File: config.mk
export PLATFORM = sky130hd
export DESIGN_NAME = axil_strobe_arbiter_flat
export DESIGN_NICKNAME = d
export VERILOG_FILES = /design/src/rtl/axil_strobe_arbiter_if.sv /design/src/rtl/axil_strobe_arbiter.sv /design/src/flat_wrapper.sv
export SDC_FILE = /design/constraint.sdc
export NUM_CORES = 1
export LEC_CHECK = 0
export ABC_AREA = 1
export CAP_MARGIN = 20
export CORE_MARGIN = 2
export CORE_UTILIZATION = 45
export DETAILED_ROUTE_END_ITERATION = 10
export PLACE_DENSITY = 0.81
export SLEW_MARGIN = 20
export SYNTH_ARGS = -nofsm -noshare
export SYNTH_HDL_FRONTEND = slang
export SYNTH_SLANG_ARGS = --single-unit
File: constraint.sdc
create_clock -name axilClk -period 1.95 [get_ports axilClk]
set_clock_uncertainty 0.15 [all_clocks]
set_input_delay 0.2925 -clock axilClk [delete_from_list [all_inputs] [get_ports axilClk]]
set_output_delay 0.2925 -clock axilClk [all_outputs]
set_load 0.01 [all_outputs]
File: src/rtl/axil_strobe_arbiter_if.sv
// Bundle between the AXI-Lite front end / sub-block targets and the arbiter.
// The arbiter takes the slave view; the front end and targets take the master view.
interface axil_strobe_arbiter_if #(
  parameter int NTGT   = 4,
  parameter int ADDR_W = 18
);
  logic              rstart;
  logic [ADDR_W-1:0] raddr;
  logic              wstart;
  logic [ADDR_W-1:0] waddr;
  logic [31:0]       wdata_in;
  logic              rbusy;
  logic              wbusy;
  logic [NTGT-1:0]   tgt_rstr;
  logic [NTGT-1:0]   tgt_wstr;
  logic [NTGT-1:0]   tgt_rack;
  logic [NTGT-1:0]   tgt_wack;
  logic [32*NTGT-1:0] tgt_din;
  logic [7:0]        tgt_addr;
  logic [31:0]       tgt_wdata;
  logic [31:0]       rdata;
  logic [1:0]        rresp;
  logic              rvalid;
  logic              rready;
  logic              wready;
  logic [1:0]        bresp;
  logic              bvalid;
  logic              bready;

  modport master (
    output rstart, raddr, wstart, waddr, wdata_in,
    output tgt_rack, tgt_wack, tgt_din, rready, bready,
    input  rbusy, wbusy, tgt_rstr, tgt_wstr, tgt_addr,
    input  tgt_wdata, rdata, rresp, rvalid, wready,
    input  bresp, bvalid
  );

  modport slave (
    input  rstart, raddr, wstart, waddr, wdata_in,
    input  tgt_rack, tgt_wack, tgt_din, rready, bready,
    output rbusy, wbusy, tgt_rstr, tgt_wstr, tgt_addr,
    output tgt_wdata, rdata, rresp, rvalid, wready,
    output bresp, bvalid
  );
endinterface

File: src/rtl/axil_strobe_arbiter.sv
// Read/write arbiter driving one-hot strobes onto a shared sub-block bus,
// with ack/timeout handling and AXI-Lite R/B responses.
module axil_strobe_arbiter #(
  parameter int NTGT    = 4,
  parameter int ADDR_W  = 18,
  parameter int TIMEOUT = 255
) (
  input  logic                 axilClk,
  input  logic                 axilRstN,
  axil_strobe_arbiter_if.slave bus
);

  typedef enum logic [2:0] {
    IDLE, RD_STB, WR_STB, RD_RSP, WR_RSP
  } state_e;

  localparam logic [1:0] RESP_OK  = 2'b00;
  localparam logic [1:0] RESP_SLV = 2'b10;
  localparam logic [1:0] RESP_DEC = 2'b11;

  state_e          state_q, state_d;
  logic            rd_pend_q, rd_pend_d;
  logic            wr_pend_q, wr_pend_d;
  logic [11:0]     raddr_q, raddr_d;
  logic [11:0]     waddr_q, waddr_d;
  logic [31:0]     wdata_q, wdata_d;
  logic            last_wr_q, last_wr_d;
  logic [15:0]     timer_q, timer_d;
  logic [3:0]      idx_q, idx_d;
  logic [NTGT-1:0] rstr_q, rstr_d;
  logic [NTGT-1:0] wstr_q, wstr_d;
  logic [7:0]      taddr_q, taddr_d;
  logic [31:0]     twdata_q, twdata_d;
  logic [31:0]     rdata_q, rdata_d;
  logic [1:0]      rresp_q, rresp_d;
  logic            rvalid_q, rvalid_d;
  logic [1:0]      bresp_q, bresp_d;
  logic            bvalid_q, bvalid_d;
  logic            wready_q, wready_d;

  logic            ack_r, ack_w;
  logic [31:0]     din_sel;
  logic [3:0]      ridx, widx;
  logic            rmap, wmap;
  logic            pick_rd, pick_wr;
  logic            tmo;
  logic            unused_addr;

  assign unused_addr = ^{bus.raddr[ADDR_W-1:12],
                         bus.waddr[ADDR_W-1:12]};

  assign ridx = raddr_q[11:8];
  assign widx = waddr_q[11:8];
  assign rmap = {1'b0, ridx} < 5'(NTGT);
  assign wmap = {1'b0, widx} < 5'(NTGT);
  assign tmo  = timer_q == 16'(TIMEOUT);

  // Contention alternates against the last contested winner only.
  assign pick_rd = rd_pend_q & (~wr_pend_q | last_wr_q);
  assign pick_wr = wr_pend_q & (~rd_pend_q | ~last_wr_q);

  always_comb begin
    ack_r   = 1'b0;
    ack_w   = 1'b0;
    din_sel = '0;
    for (int i = 0; i < NTGT; i++) begin
      if (idx_q == 4'(i)) begin
        ack_r   = bus.tgt_rack[i];
        ack_w   = bus.tgt_wack[i];
        din_sel = bus.tgt_din[32*i +: 32];
      end
    end
  end

  always_comb begin
    state_d   = state_q;
    rd_pend_d = rd_pend_q;
    wr_pend_d = wr_pend_q;
    raddr_d   = raddr_q;
    waddr_d   = waddr_q;
    wdata_d   = wdata_q;
    last_wr_d = last_wr_q;
    timer_d   = timer_q;
    idx_d     = idx_q;
    rstr_d    = rstr_q;
    wstr_d    = wstr_q;
    taddr_d   = taddr_q;
    twdata_d  = twdata_q;
    rdata_d   = rdata_q;
    rresp_d   = rresp_q;
    rvalid_d  = rvalid_q;
    bresp_d   = bresp_q;
    bvalid_d  = bvalid_q;
    wready_d  = 1'b0;

    if (bus.rstart && !rd_pend_q) begin
      rd_pend_d = 1'b1;
      raddr_d   = bus.raddr[11:0];
    end
    if (bus.wstart && !wr_pend_q) begin
      wr_pend_d = 1'b1;
      waddr_d   = bus.waddr[11:0];
      wdata_d   = bus.wdata_in;
      wready_d  = 1'b1;
    end

    unique case (state_q)
      IDLE: begin
        if (rd_pend_q && wr_pend_q)
          last_wr_d = pick_wr;
        unique case (1'b1)
          pick_rd: begin
            timer_d = '0;
            idx_d   = ridx;
            if (rmap) begin
              state_d = RD_STB;
              rstr_d  = NTGT'(1) << ridx;
              taddr_d = raddr_q[7:0];
            end else begin
              state_d  = RD_RSP;
              rdata_d  = '0;
              rresp_d  = RESP_DEC;
              rvalid_d = 1'b1;
            end
          end
          pick_wr: begin
            timer_d = '0;
            idx_d   = widx;
            if (wmap) begin
              state_d  = WR_STB;
              wstr_d   = NTGT'(1) << widx;
              taddr_d  = waddr_q[7:0];
              twdata_d = wdata_q;
            end else begin
              state_d  = WR_RSP;
              bresp_d  = RESP_DEC;
              bvalid_d = 1'b1;
            end
          end
          default: ;
        endcase
      end
      RD_STB: begin
        if (timer_q != 16'hFFFF)
          timer_d = timer_q + 16'd1;
        if (ack_r) begin
          state_d  = RD_RSP;
          rstr_d   = '0;
          rdata_d  = din_sel;
          rresp_d  = RESP_OK;
          rvalid_d = 1'b1;
        end else if (tmo) begin
          state_d  = RD_RSP;
          rstr_d   = '0;
          rdata_d  = 32'hDEADBEEF;
          rresp_d  = RESP_SLV;
          rvalid_d = 1'b1;
        end
      end
      WR_STB: begin
        if (timer_q != 16'hFFFF)
          timer_d = timer_q + 16'd1;
        if (ack_w) begin
          state_d  = WR_RSP;
          wstr_d   = '0;
          bresp_d  = RESP_OK;
          bvalid_d = 1'b1;
        end else if (tmo) begin
          state_d  = WR_RSP;
          wstr_d   = '0;
          bresp_d  = RESP_SLV;
          bvalid_d = 1'b1;
        end
      end
      RD_RSP: begin
        if (bus.rready) begin
          state_d   = IDLE;
          rvalid_d  = 1'b0;
          rd_pend_d = 1'b0;
        end
      end
      WR_RSP: begin
        if (bus.bready) begin
          state_d   = IDLE;
          bvalid_d  = 1'b0;
          wr_pend_d = 1'b0;
        end
      end
      default: state_d = IDLE;
    endcase
  end

  always_ff @(posedge axilClk or negedge axilRstN) begin
    if (!axilRstN) begin
      state_q   <= IDLE;
      rd_pend_q <= 1'b0;
      wr_pend_q <= 1'b0;
      raddr_q   <= '0;
      waddr_q   <= '0;
      wdata_q   <= '0;
      last_wr_q <= 1'b1;
      timer_q   <= '0;
      idx_q     <= '0;
      rstr_q    <= '0;
      wstr_q    <= '0;
      taddr_q   <= '0;
      twdata_q  <= '0;
      rdata_q   <= '0;
      rresp_q   <= '0;
      rvalid_q  <= 1'b0;
      bresp_q   <= '0;
      bvalid_q  <= 1'b0;
      wready_q  <= 1'b0;
    end else begin
      state_q   <= state_d;
      rd_pend_q <= rd_pend_d;
      wr_pend_q <= wr_pend_d;
      raddr_q   <= raddr_d;
      waddr_q   <= waddr_d;
      wdata_q   <= wdata_d;
      last_wr_q <= last_wr_d;
      timer_q   <= timer_d;
      idx_q     <= idx_d;
      rstr_q    <= rstr_d;
      wstr_q    <= wstr_d;
      taddr_q   <= taddr_d;
      twdata_q  <= twdata_d;
      rdata_q   <= rdata_d;
      rresp_q   <= rresp_d;
      rvalid_q  <= rvalid_d;
      bresp_q   <= bresp_d;
      bvalid_q  <= bvalid_d;
      wready_q  <= wready_d;
    end
  end

  assign bus.rbusy     = rd_pend_q;
  assign bus.wbusy     = wr_pend_q;
  assign bus.tgt_rstr  = rstr_q;
  assign bus.tgt_wstr  = wstr_q;
  assign bus.tgt_addr  = taddr_q;
  assign bus.tgt_wdata = twdata_q;
  assign bus.rdata     = rdata_q;
  assign bus.rresp     = rresp_q;
  assign bus.rvalid    = rvalid_q;
  assign bus.bresp     = bresp_q;
  assign bus.bvalid    = bvalid_q;
  assign bus.wready    = wready_q;

endmodule

File: src/flat_wrapper.sv
// flat-port wrapper written by rule: the top's interface ports become plain ports
module axil_strobe_arbiter_flat 
#(
  parameter int NTGT    = 4,
  parameter int ADDR_W  = 18,
  parameter int TIMEOUT = 255
)
  (axilClk, axilRstN, bus_rstart, bus_raddr, bus_wstart, bus_waddr, bus_wdata_in, bus_tgt_rack, bus_tgt_wack, bus_tgt_din, bus_rready, bus_bready, bus_rbusy, bus_wbusy, bus_tgt_rstr, bus_tgt_wstr, bus_tgt_addr, bus_tgt_wdata, bus_rdata, bus_rresp, bus_rvalid, bus_wready, bus_bresp, bus_bvalid);
  axil_strobe_arbiter_if #(.NTGT(NTGT), .ADDR_W(ADDR_W)) bus_i ();
  input  logic axilClk;
  input  logic axilRstN;
  input wire logic [$bits(bus_i.rstart)-1:0] bus_rstart;
  input wire logic [$bits(bus_i.raddr)-1:0] bus_raddr;
  input wire logic [$bits(bus_i.wstart)-1:0] bus_wstart;
  input wire logic [$bits(bus_i.waddr)-1:0] bus_waddr;
  input wire logic [$bits(bus_i.wdata_in)-1:0] bus_wdata_in;
  input wire logic [$bits(bus_i.tgt_rack)-1:0] bus_tgt_rack;
  input wire logic [$bits(bus_i.tgt_wack)-1:0] bus_tgt_wack;
  input wire logic [$bits(bus_i.tgt_din)-1:0] bus_tgt_din;
  input wire logic [$bits(bus_i.rready)-1:0] bus_rready;
  input wire logic [$bits(bus_i.bready)-1:0] bus_bready;
  output wire logic [$bits(bus_i.rbusy)-1:0] bus_rbusy;
  output wire logic [$bits(bus_i.wbusy)-1:0] bus_wbusy;
  output wire logic [$bits(bus_i.tgt_rstr)-1:0] bus_tgt_rstr;
  output wire logic [$bits(bus_i.tgt_wstr)-1:0] bus_tgt_wstr;
  output wire logic [$bits(bus_i.tgt_addr)-1:0] bus_tgt_addr;
  output wire logic [$bits(bus_i.tgt_wdata)-1:0] bus_tgt_wdata;
  output wire logic [$bits(bus_i.rdata)-1:0] bus_rdata;
  output wire logic [$bits(bus_i.rresp)-1:0] bus_rresp;
  output wire logic [$bits(bus_i.rvalid)-1:0] bus_rvalid;
  output wire logic [$bits(bus_i.wready)-1:0] bus_wready;
  output wire logic [$bits(bus_i.bresp)-1:0] bus_bresp;
  output wire logic [$bits(bus_i.bvalid)-1:0] bus_bvalid;
  assign bus_i.rstart = bus_rstart;
  assign bus_i.raddr = bus_raddr;
  assign bus_i.wstart = bus_wstart;
  assign bus_i.waddr = bus_waddr;
  assign bus_i.wdata_in = bus_wdata_in;
  assign bus_i.tgt_rack = bus_tgt_rack;
  assign bus_i.tgt_wack = bus_tgt_wack;
  assign bus_i.tgt_din = bus_tgt_din;
  assign bus_i.rready = bus_rready;
  assign bus_i.bready = bus_bready;
  assign bus_rbusy = bus_i.rbusy;
  assign bus_wbusy = bus_i.wbusy;
  assign bus_tgt_rstr = bus_i.tgt_rstr;
  assign bus_tgt_wstr = bus_i.tgt_wstr;
  assign bus_tgt_addr = bus_i.tgt_addr;
  assign bus_tgt_wdata = bus_i.tgt_wdata;
  assign bus_rdata = bus_i.rdata;
  assign bus_rresp = bus_i.rresp;
  assign bus_rvalid = bus_i.rvalid;
  assign bus_wready = bus_i.wready;
  assign bus_bresp = bus_i.bresp;
  assign bus_bvalid = bus_i.bvalid;
  axil_strobe_arbiter #(.NTGT(NTGT), .ADDR_W(ADDR_W), .TIMEOUT(TIMEOUT)) u_core (.axilClk(axilClk), .axilRstN(axilRstN), .bus(bus_i));
endmodule
# Word level (Yosys, flattened, before mapping)
# Index checks and enable logic that the tools add are counted.
[word_totals] input_bits=210 elab_cells=152 register_bits=169 out_inout_bits=89
[op_classes] shifts=2 n_reduce_logical=27 mux=70 addsub=1 eq_ne=24 order_cmp=2 n_bitwise=7
[ops] cell="32-bit 2-to-1 mux" count=8
[ops] cell="32-bit case mux with 2 select lines" count=1
[ops] cell="16-bit 2-to-1 mux" count=2
[ops] cell="16-bit case mux with 2 select lines" count=1
[ops] cell="4-bit 2-to-1 mux" count=7
[ops] cell="1-bit 2-to-1 mux" count=24
[ops] cell="4-bit case mux with 2 select lines" count=3
[ops] cell="3-bit 2-to-1 mux" count=7
[ops] cell="4-bit AND reduction" count=5
[ops] cell="16-bit by 1-bit adder with 16-bit output, second input constant" count=1
[ops] cell="16-bit by 8-bit == test with 1-bit output, second input constant" count=1
[ops] cell="2-bit 2-to-1 mux" count=8
[ops] cell="8-bit 2-to-1 mux" count=2
[ops] cell="16-bit != test, second input constant" count=1
[ops] cell="8-bit case mux with 2 select lines" count=1
[ops] cell="3-bit case mux with 5 select lines" count=1
[ops] cell="5-bit AND reduction" count=3
[ops] cell="2-bit by 1-bit != test with 1-bit output, second input constant" count=7
[ops] cell="2-bit != test, second input constant" count=5
[ops] cell="3-bit by 1-bit != test with 1-bit output, second input constant" count=3
[ops] cell="4-bit by 2-bit == test with 1-bit output, second input constant" count=2
[ops] cell="4-bit by 3-bit less-than comparator with 1-bit output, second input constant" count=2
[ops] cell="2-bit case mux with 2 select lines" count=2
[ops] cell="2-bit nonzero test" count=4
[ops] cell="18 further kinds" count=32

# Logic depth before layout (Yosys ltp)
[logic_depth] ltp_word=7 ltp_mapped=11 mapped_depth_nobuf=10

# Worst setup path before layout
# OpenSTA, ideal clock, no wires.
[synth_path] kind="reg2reg" from="register u_core.timer_q[0]" to="register u_core.rresp_q[0] (netlist: u_core.bus.rresp[0])" n_path_buf=1 required_time_ns=1.677 stages_incl_launch_ff=10 setup_time_ns=0.123 arrival_ns=1.431 path_slack_ns=0.246 period_less_slack_ns=1.704 cell_sequence="dfrtp_1 > ha_1 > nand3_1 > nor2_1 > nand2_1 > nand3_2 > nand2_2 > buf_4 > nand2_1 > o21ai_1"
[synth_via] elab_chain_cells=3
[synth_rtl] item="from (decl)" line_no="axil_strobe_arbiter.sv:28" rtl="logic [15:0] timer_q, timer_d;"
[synth_rtl] item="from (signal assigned)" line_no="axil_strobe_arbiter.sv:222" rtl="timer_q <= timer_d;"
[synth_rtl] item="16-bit by 8-bit == test with 1-bit output" line_no="axil_strobe_arbiter.sv:56" rtl="assign tmo = timer_q == 16'(TIMEOUT);"
[synth_rtl] item="3-bit by 1-bit != test with 1-bit output (no source line)"
[synth_rtl] item="4-bit AND reduction (no source line)"
[synth_rtl] item="to (signal assigned)" line_no="axil_strobe_arbiter.sv:229" rtl="rresp_q <= rresp_d;"
[synth_rtl] item="to (decl)" line_no="axil_strobe_arbiter.sv:35" rtl="logic [1:0] rresp_q, rresp_d;"
# Every way passes these cells.
# A chain may end at the register's enable or synchronous reset.

# Final worst setup path
[layout_path] from="register u_core.state_q[0]" to="register u_core.rdata_q[11] (netlist: u_core.bus.rdata[11])"
[layout_via] elab_chain_cells=3 elab_cells_between_ends=8 classes_between="eq/ne: 4; mux: 1; reduce/logical: 3"
[layout_rtl] item="from (decl)" line_no="axil_strobe_arbiter.sv:21" rtl="state_e state_q, state_d;"
[layout_rtl] item="from (signal assigned)" line_no="axil_strobe_arbiter.sv:215" rtl="state_q <= state_d;"
[layout_rtl] item="3-bit by 1-bit == test with 1-bit output / 3-bit zero test (equally long branches)" line_no="axil_strobe_arbiter.sv:107" rtl="unique case (state_q)"
[layout_rtl] item="3-bit by 1-bit != test with 1-bit output (no source line) (tied with other cells)"
[layout_rtl] item="4-bit AND reduction (no source line)"
[layout_rtl] item="to (signal assigned)" line_no="axil_strobe_arbiter.sv:228" rtl="rdata_q <= rdata_d;"
[layout_rtl] item="to (decl)" line_no="axil_strobe_arbiter.sv:34" rtl="logic [31:0] rdata_q, rdata_d;"
# Parallel ways exist; a longest one is shown, timed or not.

==> insert_results.sql <==
INSERT INTO impl_metrics (metric_group, metric, value, unit) VALUES
('yosys', 'synth-main-ff-cell', 'sky130_fd_sc_hd__dfrtp_1', ''),
('yosys', 'synth_cells', '1075', ''),
('timing', 'maxClockFrequency', '532.1', 'MHz'),
('global_route', 'globalRouteTotalUtil', '0.2559', ''),
('global_route', 'maximum_number_of_pins_on_one_net_before_global_route_repair', '67', ''),
('critical_path', 'kind_of_end_point_of_the_critical_path', 'register', ''),
('final_layout', 'post-route-util', '0.6838', ''),
('yosys', 'postSynthNetCount', '1286', ''),
('yosys', 'synth_largest_type_area_fraction', '0.5096', ''),
('floorplan', 'horizontal_die_dimension', '139.4', 'µm'),
('timing', 'final.period_utilization', '0.9637', ''),
('critical_path', 'critical_path_peak_fanout', '20', ''),
('yosys', 'synth_enable_flop_cells', '0', ''),
('worst_hold_path', 'min_path_type', 'input pin to async pin', ''),
('timing', 'period_needed', '1879', 'ps'),
('routing', 'detail_route.wl_per_cell', '15.59', 'µm'),
('final_layout', 'mostFrequentLayoutCell', 'sky130_fd_sc_hd__nand2_1', ''),
('final_layout', 'total_nets_final', '1588', ''),
('yosys', 'syn_area', '8249', 'µm²'),
('routing', 'drt_first_pass_iters', '6', ''),
('cts', 'cts-buffers-inserted', '17', ''),
('cts', 'clock-root-buffer', 'sky130_fd_sc_hd__clkbuf_16', ''),
('timing', 'hold_ws', '214.8', 'ps'),
('yosys', 'synth_top_area_cell', 'sky130_fd_sc_hd__dfrtp_1', ''),
('final_layout', 'fillCellCount', '1446', ''),
('cts', 'tritoncts_clock_tree', 'built', ''),
('cts', 'numClockSinks', '169', ''),
('routing', 'routed-via-count', '8216', ''),
('global_route', 'global_route_wire_length_before_repair', '40.05', 'mm'),
('critical_path', 'reg2reg_capture_point', 'u_core.bus.rdata[11]$_DFFE_PN0P_', ''),
('final_layout', 'fraction_of_layout_cells_with_a_size_suffix_above_1', '0.07991', ''),
('final_layout', 'ff_latch_area', '4233', 'µm²'),
('critical_path', 'required_arrival_time_at_the_worst_endpoint', '2100', 'ps'),
('critical_path', 'start_kind', 'register', ''),
('yosys', 'synthArstFlopShare', '1.000', ''),
('global_route', 'antenna_found_initial', '2', ''),
('yosys', 'synth.top_cells.by_area', 'sky130_fd_sc_hd__dfrtp_1 (51%), sky130_fd_sc_hd__nand2_1 (21%), sky130_fd_sc_hd__o21ai_0 (6.2%)', ''),
('cts', 'clock_tree.htree_level_count', '4', ''),
('placed_design', 'dp.final_hpwl', '18.47', 'mm'),
('timing', 'layout_setup_ws', '70.81', 'ps'),
('floorplan', 'die_area', '19430', 'µm²'),
('critical_path', 'reg2reg_slack', '70', 'ps'),
('power', 'power-per-cell-area', '1433', 'nW/µm²'),
('yosys', 'ys_seq_area_frac', '0.5128', ''),
('final_layout', 'multi_input_comb_area', '3467', 'µm²'),
('floorplan', 'top_level_ports', '299', ''),
('final_layout', 'most-common-layout-cells', 'sky130_fd_sc_hd__nand2_1 (452), sky130_fd_sc_hd__clkdlybuf4s50_1 (285), sky130_fd_sc_hd__dfrtp_1 (166)', ''),
('placed_design', 'post-place-ws', '-79.10', 'ps'),
('routing', 'totalWireLength', '25.24', 'mm'),
('critical_path', 'worst-setup-path-type', 'register to register', ''),
('global_route', 'vias_in_the_first_global_route', '8067', ''),
('global_route', 'grt_overflow', '0', ''),
('timing', 'timing.final.hold_violations', '0', ''),
('floorplan', 'floorplan.initialDensity', '0.4592', ''),
('job', 'drv_cap', '0', ''),
('critical_path', 'timing.critical_path.arrival', '2030', 'ps'),
('routing', 'post-route-drc-count', '0', ''),
('routing', 'drt_iter0_drc', '445', ''),
('routing', 'drt-vias-per-instance', '5.075', ''),
('timing', 'worst-slew-pin-transition', '428.1', 'ps'),
('timing', 'relSlewSlack', '0.7124', ''),
('yosys', 'synth.distinct_cells', '36', ''),
('floorplan', 'floorplan.die.height', '139.4', 'µm'),
('power', 'leakage', '5.732', 'nW'),
('cts', 'clock_insertion_delay_worst_skew', '420', 'ps'),
('yosys', 'ys.warnings.count', '0', ''),
('placed_design', 'gp_routability_congestion', '0.9038', ''),
('cts', 'ctsLongestPathBuffers', '2', ''),
('final_layout', 'area_growth_syn_to_layout', '48.90', '%'),
('floorplan', 'placementRows', '49', ''),
('critical_path', 'worst_r2r_startpoint', 'u_core.state_q[0]$_DFFE_PN0P_', ''),
('placed_design', 'port-buffer-count', '286', ''),
('timing', 'setup_violations', '0', ''),
('yosys', 'yosys_register_bits', '169', ''),
('floorplan', 'core_region', '17960', 'µm²'),
('power', 'vdd.ir_drop.worst', '0.9092', 'mV'),
('timing', 'final-max-slew-violation-count', '0', ''),
('routing', 'detail-route-antenna-nets', '0', ''),
('yosys', 'syn_area_per_cell', '7.674', 'µm²'),
('status', 'run_status', 'finished clean', ''),
('cts', 'clkSlewWorstSetupHoldPaths', '60', 'ps'),
('critical_path', 'r2r_cells', '8', '');
[per-stage QoR]
stage	instances	TNS (ps)	power (mW)	instance area [µm²]
2_1_floorplan	1075	0	10.27	8249
3_3_place_gp	1583	0	13.75	11610
3_5_place_dp	1583	-1155	14.01	11610
4_1_cts	1615	0	17.43	12200
5_1_grt	1619	-102.6	18.88	12280
6_report	1619	0	17.60	12280
[worst max-delay path: stages (launching register included)]
cell and delay, ps:
sky130_fd_sc_hd__dfrtp_1 400, sky130_fd_sc_hd__inv_1 140, sky130_fd_sc_hd__nand3_2 130, sky130_fd_sc_hd__inv_2 140
sky130_fd_sc_hd__nand2_2 140, sky130_fd_sc_hd__and3_1 210, sky130_fd_sc_hd__nand2_4 150, sky130_fd_sc_hd__clkbuf_16 210
sky130_fd_sc_hd__o21ai_1 80
[layout make-up]
class / count / share of cell area
Antenna cell: 1 / 0.0002037
Sequential cell: 169 / 0.3446
Timing Repair Buffer: 329 / 0.2746
Clock buffer: 19 / 0.03606
Tap cell: 229 / 0.02333
Inverter: 90 / 0.02842
Clock inverter: 12 / 0.01049
Multi-Input combinational cell: 770 / 0.2823
[registers in the layout, summed over array words and instances (netlist names), 8 cells and up]
name                  cells
u_core.bus.tgt_wdata     32
u_core.raddr_q           12
u_core.bus.rdata         32
u_core.wdata_q           32
u_core.timer_q           16
u_core.bus.tgt_addr       8
u_core.waddr_q           12
[power by group]
group | total, mW | switching [mW] | internal, mW
clock | 3.32 | 1.48 | 1.83
sequential | 5.73 | 0.782 | 4.94
combinational | 8.56 | 4.80 | 3.76
total | 17.6 | 7.07 | 10.5
[cell usage after synthesis (3+ instances only)]
cell type / instances
sky130_fd_sc_hd__buf_4: 10
sky130_fd_sc_hd__xor2_1: 3
sky130_fd_sc_hd__nand3_1: 33
sky130_fd_sc_hd__dfrtp_1: 168
sky130_fd_sc_hd__xnor2_1: 3
sky130_fd_sc_hd__inv_2: 6
sky130_fd_sc_hd__nor2_1: 49
sky130_fd_sc_hd__nor4_1: 4
sky130_fd_sc_hd__nand2_2: 5
sky130_fd_sc_hd__nor2_2: 4
sky130_fd_sc_hd__buf_2: 17
sky130_fd_sc_hd__nand3_2: 4
sky130_fd_sc_hd__inv_1: 83
sky130_fd_sc_hd__nand4_1: 50
sky130_fd_sc_hd__nand2_1: 453
sky130_fd_sc_hd__a21oi_1: 16
sky130_fd_sc_hd__o211ai_1: 8
sky130_fd_sc_hd__o21bai_1: 4
sky130_fd_sc_hd__nor3_1: 3
sky130_fd_sc_hd__o21ai_1: 13
sky130_fd_sc_hd__mux2_2: 3
sky130_fd_sc_hd__o21ai_0: 102
sky130_fd_sc_hd__clkbuf_1: 15
[timing repair]
| item | CTS | global route |
|---|---|---|
| setup buffers | 0 | 2 |
| gates resized for setup | 2 | 14 |
| hold buffers | 1 | 0 |
| hold endpoints to repair | 35 | 0 |
| cloned | 0 | 1 |
| pin swaps | 0 | 1 |
| setup endpoints to repair | 28 | 63 |
[worst max-delay path by stage]
| stage | from | end | depth (start not counted) |
|---|---|---|---|
| final | u_core.state_q[0]$_DFFE_PN0P_ | u_core.bus.rdata[11]$_DFFE_PN0P_ | 8 |
| after global routing | u_core.state_q[0]$_DFFE_PN0P_ | u_core.bus.rresp[0]$_DFFE_PN0P_ | 9 |
| after CTS | u_core.state_q[2]$_DFFE_PN0P_ | u_core.bus.rdata[1]$_DFFE_PN0P_ | 9 |
| after detailed placement | u_core.timer_q[1]$_DFFE_PN0P_ | u_core.bus.rdata[7]$_DFFE_PN0P_ | 9 |
| after global placement | u_core.timer_q[0]$_DFFE_PN0P_ | u_core.bus.rdata[5]$_DFFE_PN0P_ | 9 |
| after floorplan | u_core.timer_q[0]$_DFFE_PN0P_ | u_core.bus.rresp[0]$_DFFE_PN0P_ | 9 |
[routing by layer]
layer | up-vias | part of all wire | GRT usage | wire [µm]
met1 | 3804 | 0.40 | 0.3130 | 10110
met3 | 41 | 0.090 | 0.08568 | 2281
li1 | 4045 | - | - | -
met5 | - | 0.00063 | 0 | 16
met4 | 2 | 0.031 | 0.09197 | 777
met2 | 324 | 0.48 | 0.4241 | 12060
[cells by family (layout without fill, tap and decap cells)]
| logic type | count (synthesis) | in the layout | share of synthesized area |
|---|---|---|---|
| flip-flops | 169 | 169 | 0.5128 |
| adder cells (fa/ha/maj) | 1 | 1 | 0.001517 |
| XOR/XNOR | 6 | 6 | 0.006372 |
| buffers and inverters | 136 | 450 | 0.07083 |
| other | 0 | 1 | 0 |
| AND/OR/NAND/NOR | 613 | 613 | 0.3105 |
| multiplexers | 3 | 3 | 0.004095 |
| AO/OA/AOI/OAI | 147 | 147 | 0.09389 |
Power figures use the tool's default switching activity.
==> variant 1 (same flow settings) <==
`TIMEOUT` is set to 255 in 2 places; all go to 191.
--- a/src/rtl/axil_strobe_arbiter.sv
+++ b/src/rtl/axil_strobe_arbiter.sv
@@ -3,7 +3,7 @@
 module axil_strobe_arbiter #(
   parameter int NTGT    = 4,
   parameter int ADDR_W  = 18,
-  parameter int TIMEOUT = 255
+  parameter int TIMEOUT = 191
 ) (
   input  logic                 axilClk,
   input  logic                 axilRstN,
--- a/src/flat_wrapper.sv
+++ b/src/flat_wrapper.sv
@@ -3,7 +3,7 @@
 #(
   parameter int NTGT    = 4,
   parameter int ADDR_W  = 18,
-  parameter int TIMEOUT = 255
+  parameter int TIMEOUT = 191
 )
   (axilClk, axilRstN, bus_rstart, bus_raddr, bus_wstart, bus_waddr, bus_wdata_in, bus_tgt_rack, bus_tgt_wack, bus_tgt_din, bus_rready, bus_bready, bus_rbusy, bus_wbusy, bus_tgt_rstr, bus_tgt_wstr, bus_tgt_addr, bus_tgt_wdata, bus_rdata, bus_rresp, bus_rvalid, bus_wready, bus_bresp, bus_bvalid);
   axil_strobe_arbiter_if #(.NTGT(NTGT), .ADDR_W(ADDR_W)) bus_i ();
Formal check against the unedited RTL: same outputs for any inputs over 4 cycles, from zero or initial values and one cycle with axilRstN low; that may be too few to reach the edited logic, so the function may still have changed.
==> variant 1 against the unedited design <==
  * Non-clock buffer count is 13 higher
  * Total power is 0.77% lower
  * Critical endpoint is now u_core.timer_q[0]$_DFFE_PN0P_
  * Largest power group unchanged
  * Worst setup slack worse by 0.0054 ns
  * Synthesized area is 2.0% higher
  * Wire length is 5.1% higher
  * Design area is 3.5% higher
  * Sequential cell count stayed put
  * Largest cell class unchanged
  * Sequential share of layout area is 1.1 points lower
  * Critical path depth is 2 higher
==> variant 1: results (changes against the unedited design) <==
metric;value;unit;change
Met2 Wirelength;13050;µm;was 12,060 µm
initial antenna violation count;0;;was 2
CP peak stage delay;0.36;ns;was 0.40 ns
share of cells above drive strength 1;0.1206;;was 0.07991
peak fanout along the critical path;6;;was 20
Area contributors post-synth;dfrtp_1, nand2_1, inv_1;;was dfrtp_1, nand2_1, o21ai_0
leakage;6.026;nW;was 5.732 nW
cts repair resizes;0;;was 2
met3 WL post-DR;2338;µm;was 2281 µm
global-route wire length before repair;40540;µm;was 40,050 µm
Top Metal Used;met4;;was met5
initial DRC count;418;;was 445
Cell variety after synth;42;;was 36
clk_buf instances;18;;was 19
Commonest cells post-synth;nand2_1, dfrtp_1, inv_1, nor2_1, o21ai_0;;was nand2_1, dfrtp_1, o21ai_0, inv_1, nand4_1
register area;4235;µm²;was 4233 µm²
detailed-placement wirelength estimate;18770;µm;was 18,470 µm
Seq. pwr;0.00555;W;was 0.00573 W
CP arrival;2.09;ns;was 2.03 ns
Fill cells;1477;;was 1,446
GR Util All Layers;0.2554;;was 0.2559
met2 global-route usage;0.4323;;was 0.4241
status;completed;;unchanged
sequential fraction of the synthesis area;0.5028;;was 0.5128
Max rail drop VDD;0.7477;mV;was 0.9092 mV
clock share of power;0.191;;was 0.188
Antenna diodes;0;;was 1
Post-Synthesis Cells;1071;;was 1,075
sw frac;0.3964;;was 0.4015
==> variant 1: changes by cell type in the layout (fill, tap and decap cells not counted), sizes merged, moves of 10 or more <==
cell	unedited run	this run
o21ai	115	50
nand2	458	495
mux2	3	21
inv	97	84
nand4	50	37
buf	42	52
==> variant 1: final timing paths <==
kind	slack, ns	cells after the start	end	from
hold reg to reg	0.33	2	u_core.bus.tgt_wstr[1]$_DFFE_PN0P_	u_core.bus.tgt_wstr[1]$_DFFE_PN0P_
hold / removal	0.21	2	u_core.bus.rdata[9]$_DFFE_PN0P_	axilRstN
min in group axilClk	0.24	3	u_core.wdata_q[21]$_DFFE_PN0P_	bus_wdata_in[21]
setup / recovery	0.07	10	u_core.timer_q[0]$_DFFE_PN0P_	u_core.timer_q[1]$_DFFE_PN0P_
setup reg to reg	0.07	10	u_core.timer_q[0]$_DFFE_PN0P_	u_core.timer_q[1]$_DFFE_PN0P_
max in group asynchronous	0.80	3	u_core.bus.rdata[21]$_DFFE_PN0P_	axilRstN
==> variant 1: through the flow <==
stage	power (W)	setup WS, ns	setup TNS [ns]	hold WS, ns	area (µm²)
global route	0.01860	-0.03025	-0.1424	0.2433	12710
global placement	0.01307	0.05060	0	0.09149	11790
floorplan	0.009888	0.1693	0	-0.1531	8413
finish	0.01746	0.06541	0	0.2081	12710
detailed placement	0.01332	0.008130	0	0.09108	11790
CTS	0.01678	0.02848	0	0.2260	12400
==> variant 1: logic make-up (layout without fill, tap and decap cells) <==
group	after synthesis	in the layout	synth area share
simple gates	652	652	0.3241
flops	169	169	0.5028
buf+inv	121	451	0.06425
compound gates	99	99	0.07094
mux	21	21	0.02811
xor+xnor	8	8	0.008329
fa+ha+maj	1	1	0.001487
==> variant 2 (config.mk and constraints unchanged) <==
Without the edit above. Take the reset off `raddr_q`, `waddr_q`, `wdata_q`, `taddr_q`, `twdata_q` and `rdata_q` and load them in a clocked block of their own.
--- a/src/rtl/axil_strobe_arbiter.sv
+++ b/src/rtl/axil_strobe_arbiter.sv
@@ -195,17 +195,11 @@
       state_q   <= IDLE;
       rd_pend_q <= 1'b0;
       wr_pend_q <= 1'b0;
-      raddr_q   <= '0;
-      waddr_q   <= '0;
-      wdata_q   <= '0;
       last_wr_q <= 1'b1;
       timer_q   <= '0;
       idx_q     <= '0;
       rstr_q    <= '0;
       wstr_q    <= '0;
-      taddr_q   <= '0;
-      twdata_q  <= '0;
-      rdata_q   <= '0;
       rresp_q   <= '0;
       rvalid_q  <= 1'b0;
       bresp_q   <= '0;
@@ -215,23 +209,26 @@
       state_q   <= state_d;
       rd_pend_q <= rd_pend_d;
       wr_pend_q <= wr_pend_d;
-      raddr_q   <= raddr_d;
-      waddr_q   <= waddr_d;
-      wdata_q   <= wdata_d;
       last_wr_q <= last_wr_d;
       timer_q   <= timer_d;
       idx_q     <= idx_d;
       rstr_q    <= rstr_d;
       wstr_q    <= wstr_d;
-      taddr_q   <= taddr_d;
-      twdata_q  <= twdata_d;
-      rdata_q   <= rdata_d;
       rresp_q   <= rresp_d;
       rvalid_q  <= rvalid_d;
       bresp_q   <= bresp_d;
       bvalid_q  <= bvalid_d;
       wready_q  <= wready_d;
     end
+  end
+
+  always_ff @(posedge axilClk) begin
+    raddr_q  <= raddr_d;
+    waddr_q  <= waddr_d;
+    wdata_q  <= wdata_d;
+    taddr_q  <= taddr_d;
+    twdata_q <= twdata_d;
+    rdata_q  <= rdata_d;
   end
 
   assign bus.rbusy     = rd_pend_q;
Formal check against the unedited RTL: differs if axilRstN is asserted again (counterexample within 4 cycles, from zero or initial values and one cycle with axilRstN low); with axilRstN held inactive, the same outputs for 4 cycles.
==> variant 2 against the unedited design <==
  * Critical path depth up 1
  * Maximum frequency barely moved
  * Total power shrank 18%
  * Wire length down 14%
  * Synthesized area fell by 9.3%
  * Sequential cell count unchanged
  * Design area shrank 5.2%
  * Count of clock-buffer cells in the layout shrank 2
  * Global-route usage decreased by 0.76 points
  * Combinational power shrank 32%
  * Sequential power fell by 5.9%
  * Worst setup slack lost 0.0014 ns
  * Sequential share of layout area up 7.4 points
==> variant 2: results (changes against the unedited design) <==
metric;value;unit;change
initial DRC count;430;;was 445
global-route wire length before repair;34070;µm;was 40,050 µm
Worst Setup EP;u_core.bus.rdata[25]$_SDFFCE_PP0P_;;was u_core.bus.rdata[11]$_DFFE_PN0P_
M3 GR Usage;0.05939;;was 0.08568
Async SR Flop Fraction;0.2426;;was 1.000
worst reg2reg startpoint;u_core.idx_q[2]$_DFFE_PN0P_;;was u_core.state_q[0]$_DFFE_PN0P_
Tot Pwr;0.01447;W;was 0.01760 W
cell family with most CP delay;simple AND/OR/NAND/NOR gates;;unchanged
number of flops mapped to enable cells by yosys;128;;was 0
met3 WL post-DR;1406;µm;was 2281 µm
DR vias/cell;5.014;;was 5.075
Met2 Wirelength;11330;µm;was 12,060 µm
Post-Synthesis Cells;758;;was 1,075
Synth Area in Adders;0.001671;;was 0.001517
CP arrival;1.86;ns;was 2.03 ns
Antenna diodes;0;;was 1
peak fanout along the critical path;32;;was 20
Cell variety after synth;37;;was 36
post-synthesis compound-gate area fraction;0.03109;;was 0.09389
detailed-placement wirelength estimate;16280;µm;was 18,470 µm
drt pass-1 iters;5;;was 6
detailed-route wire length per cell;16.47;µm;was 15.59 µm
met1 Usage GRT;0.2872;;was 0.3130
routed metal-1 wire length;8467;µm;was 10,110 µm
ys flop type;edfxtp_1;;was dfrtp_1
DP Cell Count;1290;;was 1,583
Hold/Removal Path Class;in2reg;;was in2async
mux contribution to synthesized area;0;;was 0.004095
Fill cells;1146;;was 1,446
pre-CTS WS;-0.05881;ns;was -0.07910 ns
largest net degree at the start of global routing;42;;was 67
Peak Freq;531.7;MHz;was 532.1 MHz
sequential share of power;0.372;;was 0.325
clock share of power;0.224;;was 0.188
vias in the first global route;6666;;was 8,067
initial antenna violation count;1;;was 2
reg2reg end;u_core.bus.rdata[25]$_SDFFCE_PP0P_;;was u_core.bus.rdata[11]$_DFFE_PN0P_
Commonest cells post-synth;nand2_1, edfxtp_1, nor2_1, inv_1, nand4_1;;was nand2_1, dfrtp_1, o21ai_0, inv_1, nand4_1
gp weighted congestion;0.9335;;was 0.9038
Clk Latency, worst-skew pair;0.43;ns;
Area contributors post-synth;edfxtp_1, dfrtp_1, nand2_1;;was dfrtp_1, nand2_1, o21ai_0
Post-Synth XOR/XNOR Area;0.005850;;was 0.006370
Max rail drop VDD;0.9377;mV;was 0.9092 mV
Placed Area;11010;µm²;was 11,610 µm²
final hold slack;0.2615;ns;was 0.2148 ns
share of cells above drive strength 1;0.1141;;was 0.07991
syn nets;969;;was 1,286
GR Util All Layers;0.2483;;was 0.2559
Int Pwr;0.009321;W;was 0.01053 W
status;completed;;unchanged
sequential fraction of the synthesis area;0.6507;;was 0.5128
reg2reg path depth;9;;was 8
met2 global-route usage;0.4456;;was 0.4241
final WL;21810;µm;was 25,240 µm
leakage;4.572;nW;was 5.732 nW
Max-slew headroom;0.6372;;was 0.7124
variant 2: cell types whose count changed in the layout (fill, tap and decap cells not counted), sizes merged, moves of 4 or more:
cell    unedited run  this run
dfrtp            168        40
nand2            458       264
buf               42        51
o211ai             8         1
nor2              55       104
nand4             50        41
or2                1         9
nor4               4         8
o21ai            115        30
o21bai             4         0
edfxtp             0       128
a21oi             17         6
inv               97        51
clkinv             2         7
variant 2: repair_timing:
item | CTS | global route
gates cloned | 0 | 0
pin swaps | 1 | 0
setup endpoints to repair | 33 | 54
gates resized for setup | 4 | 13
hold buffers | 1 | 0
buffers inserted | 0 | 1
endpoints found under the hold margin | 40 | 0
variant 2: final cells by class:
class / count / area (µm²) / area share
inverters: 47 / 187.7 / 0.01611
clock inverters: 15 / 150.1 / 0.01289
well taps: 220 / 275.3 / 0.02363
flip-flops and latches: 169 / 4872 / 0.4182
clock buffers: 17 / 425.4 / 0.03652
repair buffers: 337 / 3332 / 0.2860
multi-input cells: 519 / 2407 / 0.2066
